<file path="src/rtl/vend_pkg.sv">
// Shared types and coin encodings for the vending transaction sequencer.
// Coin codes: 00=1, 01=5, 10=10, 11=invalid.
package vend_pkg;

  typedef enum logic [2:0] {
    S_IDLE,
    S_MUL,
    S_COLLECT,
    S_DISPENSE,
    S_CHANGE,
    S_DONE,
    S_ERR
  } state_t;

  localparam logic [1:0] COIN_1   = 2'b00;
  localparam logic [1:0] COIN_5   = 2'b01;
  localparam logic [1:0] COIN_10  = 2'b10;
  localparam logic [1:0] COIN_BAD = 2'b11;

  localparam logic [3:0] VAL_1  = 4'd1;
  localparam logic [3:0] VAL_5  = 4'd5;
  localparam logic [3:0] VAL_10 = 4'd10;

  function automatic logic [3:0] coin_val(input logic [1:0] code);
    logic [3:0] v;
    unique case (code)
      COIN_1:  v = VAL_1;
      COIN_5:  v = VAL_5;
      COIN_10: v = VAL_10;
      default: v = 4'd0;
    endcase
    return v;
  endfunction

endpackage

</file>
<file path="src/rtl/vend_change_gen.sv">
// Greedy change payout: loads a remainder, emits one coin per enabled
// cycle (10, then 5, then 1) and reports finished once it reaches zero.
module vend_change_gen
  import vend_pkg::*;
#(
  parameter int W = 8
) (
  input  logic         clk,
  input  logic         reset,
  input  logic         load,
  input  logic [W-1:0] load_val,
  input  logic         en,
  output logic         change_valid,
  output logic [1:0]   change_denom,
  output logic         finished
);

  logic [W-1:0] r_rem;
  logic [1:0]   w_denom;
  logic [3:0]   w_val;

  always_comb begin
    w_denom = COIN_1;
    w_val   = VAL_1;
    if (r_rem >= W'(VAL_10)) begin
      w_denom = COIN_10;
      w_val   = VAL_10;
    end else if (r_rem >= W'(VAL_5)) begin
      w_denom = COIN_5;
      w_val   = VAL_5;
    end
  end

  assign change_valid = en && (r_rem != '0);
  assign change_denom = change_valid ? w_denom : 2'b00;
  assign finished     = (r_rem == '0);

  always_ff @(posedge clk) begin
    if (reset) begin
      r_rem <= '0;
    end else if (load) begin
      r_rem <= load_val;
    end else if (change_valid) begin
      r_rem <= r_rem - W'(w_val);
    end
  end

endmodule

</file>
<file path="src/rtl/vend_txn_sequencer.sv">
// Purchase sequencer: multiply, collect coins, dispense, pay change.
// Define VEND_TIMEOUT_EN to refund automatically after COLLECT inactivity.
module vend_txn_sequencer
  import vend_pkg::*;
#(
  parameter int PRICE_W         = 8,
  parameter int QTY_W           = 4,
  parameter int DISPENSE_CYCLES = 16,
  parameter int TIMEOUT_CYCLES  = 1024
) (
  input  logic               clk,
  input  logic               reset,
  input  logic               start,
  input  logic [PRICE_W-1:0] unit_price,
  input  logic [QTY_W-1:0]   quantity,
  input  logic               coin_valid,
  input  logic [1:0]         coin_value,
  input  logic               cancel,
  output logic               busy,
  output logic [PRICE_W-1:0] total_price,
  output logic [PRICE_W-1:0] credit,
  output logic               coin_ack,
  output logic               dispense,
  output logic               change_valid,
  output logic [1:0]         change_denom,
  output logic               done,
  output logic               error
);

  localparam int ACC_W   = PRICE_W + QTY_W;
  localparam int CNT_MAX = (DISPENSE_CYCLES > QTY_W) ? DISPENSE_CYCLES : QTY_W;
  localparam int CNT_W   = $clog2(CNT_MAX) + 1;
  localparam logic [CNT_W-1:0] MUL_LAST  = CNT_W'(QTY_W - 1);
  localparam logic [CNT_W-1:0] DISP_LAST = CNT_W'(DISPENSE_CYCLES - 1);

  state_t             r_state, w_next;
  logic [ACC_W-1:0]   r_acc, r_mcand, w_acc_next;
  logic [QTY_W-1:0]   r_mplier;
  logic [CNT_W-1:0]   r_cnt;
  logic [PRICE_W-1:0] r_total, r_credit, w_load_val;
  logic [PRICE_W:0]   w_sum;
  logic r_ack, r_refund;
  logic w_load, w_accept, w_cancel, w_coin_ok;
  logic w_timeout, w_to_err, w_finished, w_chg_en;

  assign w_acc_next = r_acc + (r_mplier[0] ? r_mcand : '0);
  assign w_sum      = {1'b0, r_credit} + (PRICE_W+1)'(coin_val(coin_value));
  assign w_coin_ok  = coin_valid && (coin_value != COIN_BAD) && !w_sum[PRICE_W];
  assign w_chg_en   = (r_state == S_CHANGE);

  always_ff @(posedge clk) begin
    if (reset) r_state <= S_IDLE;
    else       r_state <= w_next;
  end

  always_comb begin
    w_next     = r_state;
    w_load     = 1'b0;
    w_load_val = r_credit - r_total;
    w_accept   = 1'b0;
    w_cancel   = 1'b0;
    unique case (r_state)
      S_IDLE:
        if (start) w_next = (quantity == '0) ? S_ERR : S_MUL;
      S_MUL:
        if (r_cnt == MUL_LAST)
          w_next = (|w_acc_next[ACC_W-1:PRICE_W]) ? S_ERR : S_COLLECT;
      S_COLLECT: begin
        w_cancel = cancel || w_timeout;
        w_accept = w_coin_ok && !w_cancel;
        if (w_cancel) begin
          w_next     = S_CHANGE;
          w_load     = 1'b1;
          w_load_val = r_credit;
        end else if (r_credit >= r_total) begin
          w_next = S_DISPENSE;
        end
      end
      S_DISPENSE:
        if (r_cnt == DISP_LAST) begin
          w_next = S_CHANGE;
          w_load = 1'b1;
        end
      S_CHANGE:
        if (w_finished) w_next = r_refund ? S_IDLE : S_DONE;
      S_DONE:  w_next = S_IDLE;
      S_ERR:   w_next = S_IDLE;
      default: w_next = S_IDLE;
    endcase
  end

  always_ff @(posedge clk) begin
    if (reset) begin
      r_acc    <= '0;
      r_mcand  <= '0;
      r_mplier <= '0;
      r_cnt    <= '0;
      r_total  <= '0;
      r_credit <= '0;
      r_ack    <= 1'b0;
      r_refund <= 1'b0;
    end else begin
      r_ack <= w_accept;
      unique case (r_state)
        S_IDLE:
          if (start) begin
            r_acc    <= '0;
            r_mcand  <= ACC_W'(unit_price);
            r_mplier <= quantity;
            r_cnt    <= '0;
            r_refund <= 1'b0;
            if (quantity != '0) begin
              r_credit <= '0;
              r_total  <= '0;
            end
          end
        S_MUL: begin
          r_acc    <= w_acc_next;
          r_mcand  <= r_mcand << 1;
          r_mplier <= r_mplier >> 1;
          r_cnt    <= r_cnt + CNT_W'(1);
          if (w_next == S_COLLECT) r_total <= w_acc_next[PRICE_W-1:0];
        end
        S_COLLECT: begin
          r_cnt <= '0;
          if (w_accept) r_credit <= w_sum[PRICE_W-1:0];
          if (w_cancel) r_refund <= 1'b1;
        end
        S_DISPENSE: r_cnt <= r_cnt + CNT_W'(1);
        default: ;
      endcase
    end
  end

`ifdef VEND_TIMEOUT_EN
  localparam int TO_W = $clog2(TIMEOUT_CYCLES) + 1;
  logic [TO_W-1:0] r_to;
  logic            r_to_err;

  assign w_timeout = (r_state == S_COLLECT) &&
                     (r_to == TO_W'(TIMEOUT_CYCLES - 1));
  assign w_to_err  = r_to_err;

  // Idle count restarts on COLLECT entry and on every accepted coin.
  always_ff @(posedge clk) begin
    if (reset) begin
      r_to     <= '0;
      r_to_err <= 1'b0;
    end else begin
      r_to_err <= w_timeout;
      if (r_state != S_COLLECT || w_accept) r_to <= '0;
      else                                  r_to <= r_to + TO_W'(1);
    end
  end
`else
  assign w_timeout = 1'b0;
  assign w_to_err  = 1'b0;
`endif

  vend_change_gen #(.W(PRICE_W)) u_change (
    .clk          (clk),
    .reset        (reset),
    .load         (w_load),
    .load_val     (w_load_val),
    .en           (w_chg_en),
    .change_valid (change_valid),
    .change_denom (change_denom),
    .finished     (w_finished)
  );

  assign busy        = (r_state != S_IDLE);
  assign total_price = r_total;
  assign credit      = r_credit;
  assign coin_ack    = r_ack;
  assign dispense    = (r_state == S_DISPENSE);
  assign done        = (r_state == S_DONE);
  assign error       = (r_state == S_ERR) || w_to_err;

endmodule

</file>
<file path="config.mk">
export PLATFORM = sky130hd
export DESIGN_NAME = vend_txn_sequencer
export DESIGN_NICKNAME = d
export VERILOG_FILES = /design/src/rtl/vend_pkg.sv /design/src/rtl/vend_change_gen.sv /design/src/rtl/vend_txn_sequencer.sv
export SDC_FILE = /design/constraint.sdc
export NUM_CORES = 1
export LEC_CHECK = 0
export CORE_MARGIN = 3
export CORE_UTILIZATION = 55
export DETAILED_ROUTE_END_ITERATION = 12
export PLACE_DENSITY = 0.78
export REMOVE_ABC_BUFFERS = 1
export SLEW_MARGIN = 20
export SYNTH_ARGS = -nofsm -noshare
export SYNTH_HDL_FRONTEND = slang
export SYNTH_SLANG_ARGS = --single-unit
</file>
<file path="constraint.sdc">
create_clock -name clk -period 5.5 [get_ports clk]
set_input_delay 1.1 -clock clk [delete_from_list [all_inputs] [get_ports clk]]
set_output_delay 1.1 -clock clk [all_outputs]
set_load 0.02 [all_outputs]
</file>
==> key figures <==
STA
  – Least-Margin Pin Slew: 0.830 ns
  – Worst hold slack: 0.469 ns
  – Fmax achieved: about 290 MHz
  – Unrepaired setup endpoints after global routing: false
  – Slew margin rel.: 0.445
  – Final Hold Fails: 0
  – Final Slew Violations: 0
  – Setup Skew: 0.00668 ns
  – Final Critical Period: about 3.5 ns
  – Final setup vio count: 0
  – Setup TNS: 0 ns
  – Tcrit/Tclk final: 0.633

Clocking
  – Post-CTS resize count: 0
  – H-tree depth: 3
  – CTS Buffer Depth: 2
  – CTS sink count: 62
  – Root Driver: clkbuf_8
  – CTS tree: built
  – Worst skew pair latency: ~0.34 ns
  – Cts hold-fix bufs: 0
  – Post-CTS setup repair buffer count: 0
  – Num CTS Buffers: 9
  – Reg clk slew, reported paths: 0.07 ns

Final layout
  – Fill count: a little over 600
  – Synthesis-to-layout area growth: 16.8%
  – N_diodes: 0
  – Commonest non-fill, non-tap cells in the layout: nor2_1 (66), dfxtp_1 (62), nand2_1 (60)
  – Nets: about 600
  – Footprint of the flip-flops and latches: ~0.0012 mm2
  – Area of the multi-input gates: between 0.002 and 0.003 mm2
  – Commonest non-fill, non-tap cell in the layout: nor2_1
  – Share of layout cells above drive strength 1: 0.0540

Logic synthesis
  – Syn. warnings: 0
  – Synth Cell Area: between 0.004 and 0.005 mm2
  – Syn Area/Cell: approximately 7.9 um2
  – Synthesized instance count: 516
  – Number of synthesized flops with an enable pin: 0
  – Synth unique cells: between 60 and 70
  – Post-synth top flop: dfxtp_1
  – Sequential-to-total area share from yosys stat: 0.306
  – Yosys reg bits: 62
  – Ys async rst share: 0

Critical path
  – Critical-path cell list: clkdlybuf4s50_1 -> inv_1 -> ha_1 -> fa_1 -> a21o_1 -> a21oi_1 -> o2111ai_1 -> o21ai_1 -> nand4b_1 -> xor2_1 -> nor2_1
  – CP delay by family, top: compound AO/OA/AOI/OAI gates
  – Worst Path Buf+Inv: 2
  – Setup crit start kind: primary input
  – Worst Setup Path Type: in -> reg
  – WP data required: between 5 and 6 ns
  – Worst-path fanout max: 10
  – Crit-path slowest cell: clkdlybuf4s50_1
  – CP peak stage delay: about 0.50 ns
  – Critical Path AT: approximately 3.8 ns
  – Crit. End Element: register

Power
  – Leakage: approximately 1.9 nW
  – Power consumption: approximately 1.1 mW
  – VDD IR max: 0.137 mV
  – Areal power density over the cells: ~230 mW/mm2

Drt
  – 1st-iter DRT viols: 180
  – Via count: between 3000 and 4000
  – Wire per inst: roughly 15 um
  – Via-to-Cell Ratio: approximately 5.8
  – Final WL: slightly below 10 mm
  – DR pass1 iterations: 4
  – Post-detailed-route count of antenna-violating nets: 0
  – DRC viols: 0

Global route
  – Antenna violations before repair: 0
  – Vias in the first global route: 3624
  – GR Util All Layers: 0.240
  – Largest net degree at the start of global routing: 44
  – Total congestion overflow: 0
  – First-pass GRT wire length: between 15 and 20 mm

Job
  – Total of max-cap violations: 0

Floorplan
  – Die X: 91.9 um
  – Core area: between 0.006 and 0.007 mm2
  – DIE AREA: around 0.0084 mm2
  – Starting density of the core: 0.582
  – # rows: 30
  – Die height: 91.9 um
  – IO Pins: 43

Placed design
  – Gp weighted congestion: between 0.8 and 0.9
  – Final HPWL DP: between 7 and 8 mm
  – Port Buffers: 42

Min path
  – Tightest Hold Check Type: reg -> reg

Status
  – Status: finished clean
## state kept, by name, indices dropped and copies added (netlist names)
register and flops:
u_change.r_rem 8, r_mcand 12, credit 8, total_price 8, r_cnt 5, r_refund 1
r_state 3, r_mplier 4, r_acc 12, coin_ack 1
## tightest hold or removal path: stages, from the launching register on
cell,delay [ns]
dfxtp_1,0.32
nand2_1,0.05
a21oi_1,0.05
## synth_stat cells (2+ instances only)
| library cell | n | area share |
|---|---|---|
| and3b_1 | 3 | 0.0065 |
| inv_2 | 2 | 0.0018 |
| buf_1 | 3 | 0.0028 |
| nand2_1 | 60 | 0.055 |
| a211oi_1 | 11 | 0.020 |
| and3_1 | 2 | 0.0031 |
| xor2_1 | 11 | 0.024 |
| o21ai_0 | 17 | 0.021 |
| nand3_1 | 18 | 0.022 |
| o21bai_1 | 2 | 0.0037 |
| xnor2_1 | 13 | 0.028 |
| o21a_1 | 3 | 0.0055 |
| nor4_1 | 8 | 0.012 |
| o211ai_2 | 2 | 0.0062 |
| buf_6 | 2 | 0.0055 |
| clkbuf_1 | 15 | 0.014 |
| o2bb2ai_1 | 2 | 0.0043 |
| ha_1 | 29 | 0.089 |
| nand2b_1 | 7 | 0.011 |
| o221ai_1 | 3 | 0.0065 |
| fa_1 | 4 | 0.020 |
| o41ai_1 | 2 | 0.0043 |
| a21oi_1 | 45 | 0.055 |
| mux2i_1 | 11 | 0.027 |
| nor2b_1 | 10 | 0.015 |
| inv_1 | 21 | 0.019 |
| a2111oi_0 | 2 | 0.0043 |
| nor3_1 | 6 | 0.0074 |
| or3_1 | 4 | 0.0062 |
| and2_1 | 14 | 0.022 |
| or2_1 | 2 | 0.0031 |
| nand4_1 | 5 | 0.0077 |
| a21o_1 | 5 | 0.0092 |
| o21ai_1 | 4 | 0.0049 |
| a22oi_1 | 13 | 0.024 |
| a31oi_1 | 4 | 0.0062 |
| dfxtp_1 | 62 | 0.31 |
| nor2_1 | 66 | 0.061 |
## stage by stage
stage	instances	setup WS [ns]	instance area, um2	util
finish	652	2.02	4740	0.679
global route	652	1.84	4740	0.679
CTS	652	2.05	4740	0.679
detailed placement	636	1.71	4530	0.648
global placement	636	1.80	4530	0.648
floorplan	496	2.47	3970	-
## worst paths after layout
check                 from              to  slack, ns  depth (start not counted)
max          coin_value[1]       credit[6]       2.02                         11
min             r_mcand[7]      r_mcand[8]       0.47                          2
max reg2reg    r_mplier[0]  total_price[2]       2.21                         11
min reg2reg     r_mcand[7]      r_mcand[8]       0.47                          2
## where the power goes
| group | switching, mW | total (mW) | leakage (nW) | internal, mW |
|---|---|---|---|---|
| Sequential | 0.0161 | 0.479 | 0.502 | 0.463 |
| Combinational | 0.0881 | 0.144 | 1.25 | 0.0559 |
| Clock | 0.186 | 0.452 | 0.110 | 0.267 |
| Total | 0.290 | 1.08 | 1.86 | 0.785 |
## kinds of logic after synthesis
group	synth area share
mux	0.0271
buf+inv	0.0435
flops	0.306
fa+ha+maj	0.109
simple gates	0.263
xor+xnor	0.0518
compound gates	0.200
## per-layer routing
layer | share of wire | GRT usage
met5 | 0 | 0
met2 | 0.49 | 0.424
met4 | 0.025 | 0.100
met1 | 0.43 | 0.281
met3 | 0.046 | 0.0500
## final cells by class
type | count | area share
Sequential cell | 62 | 0.262
Clock inverter | 4 | 0.0148
Multi-Input combinational cell | 411 | 0.557
Timing Repair Buffer | 44 | 0.0918
Inverter | 23 | 0.0182
Clock buffer | 12 | 0.0306
Tap cell | 96 | 0.0253
No activity file was read; power rests on OpenSTA's default activity.
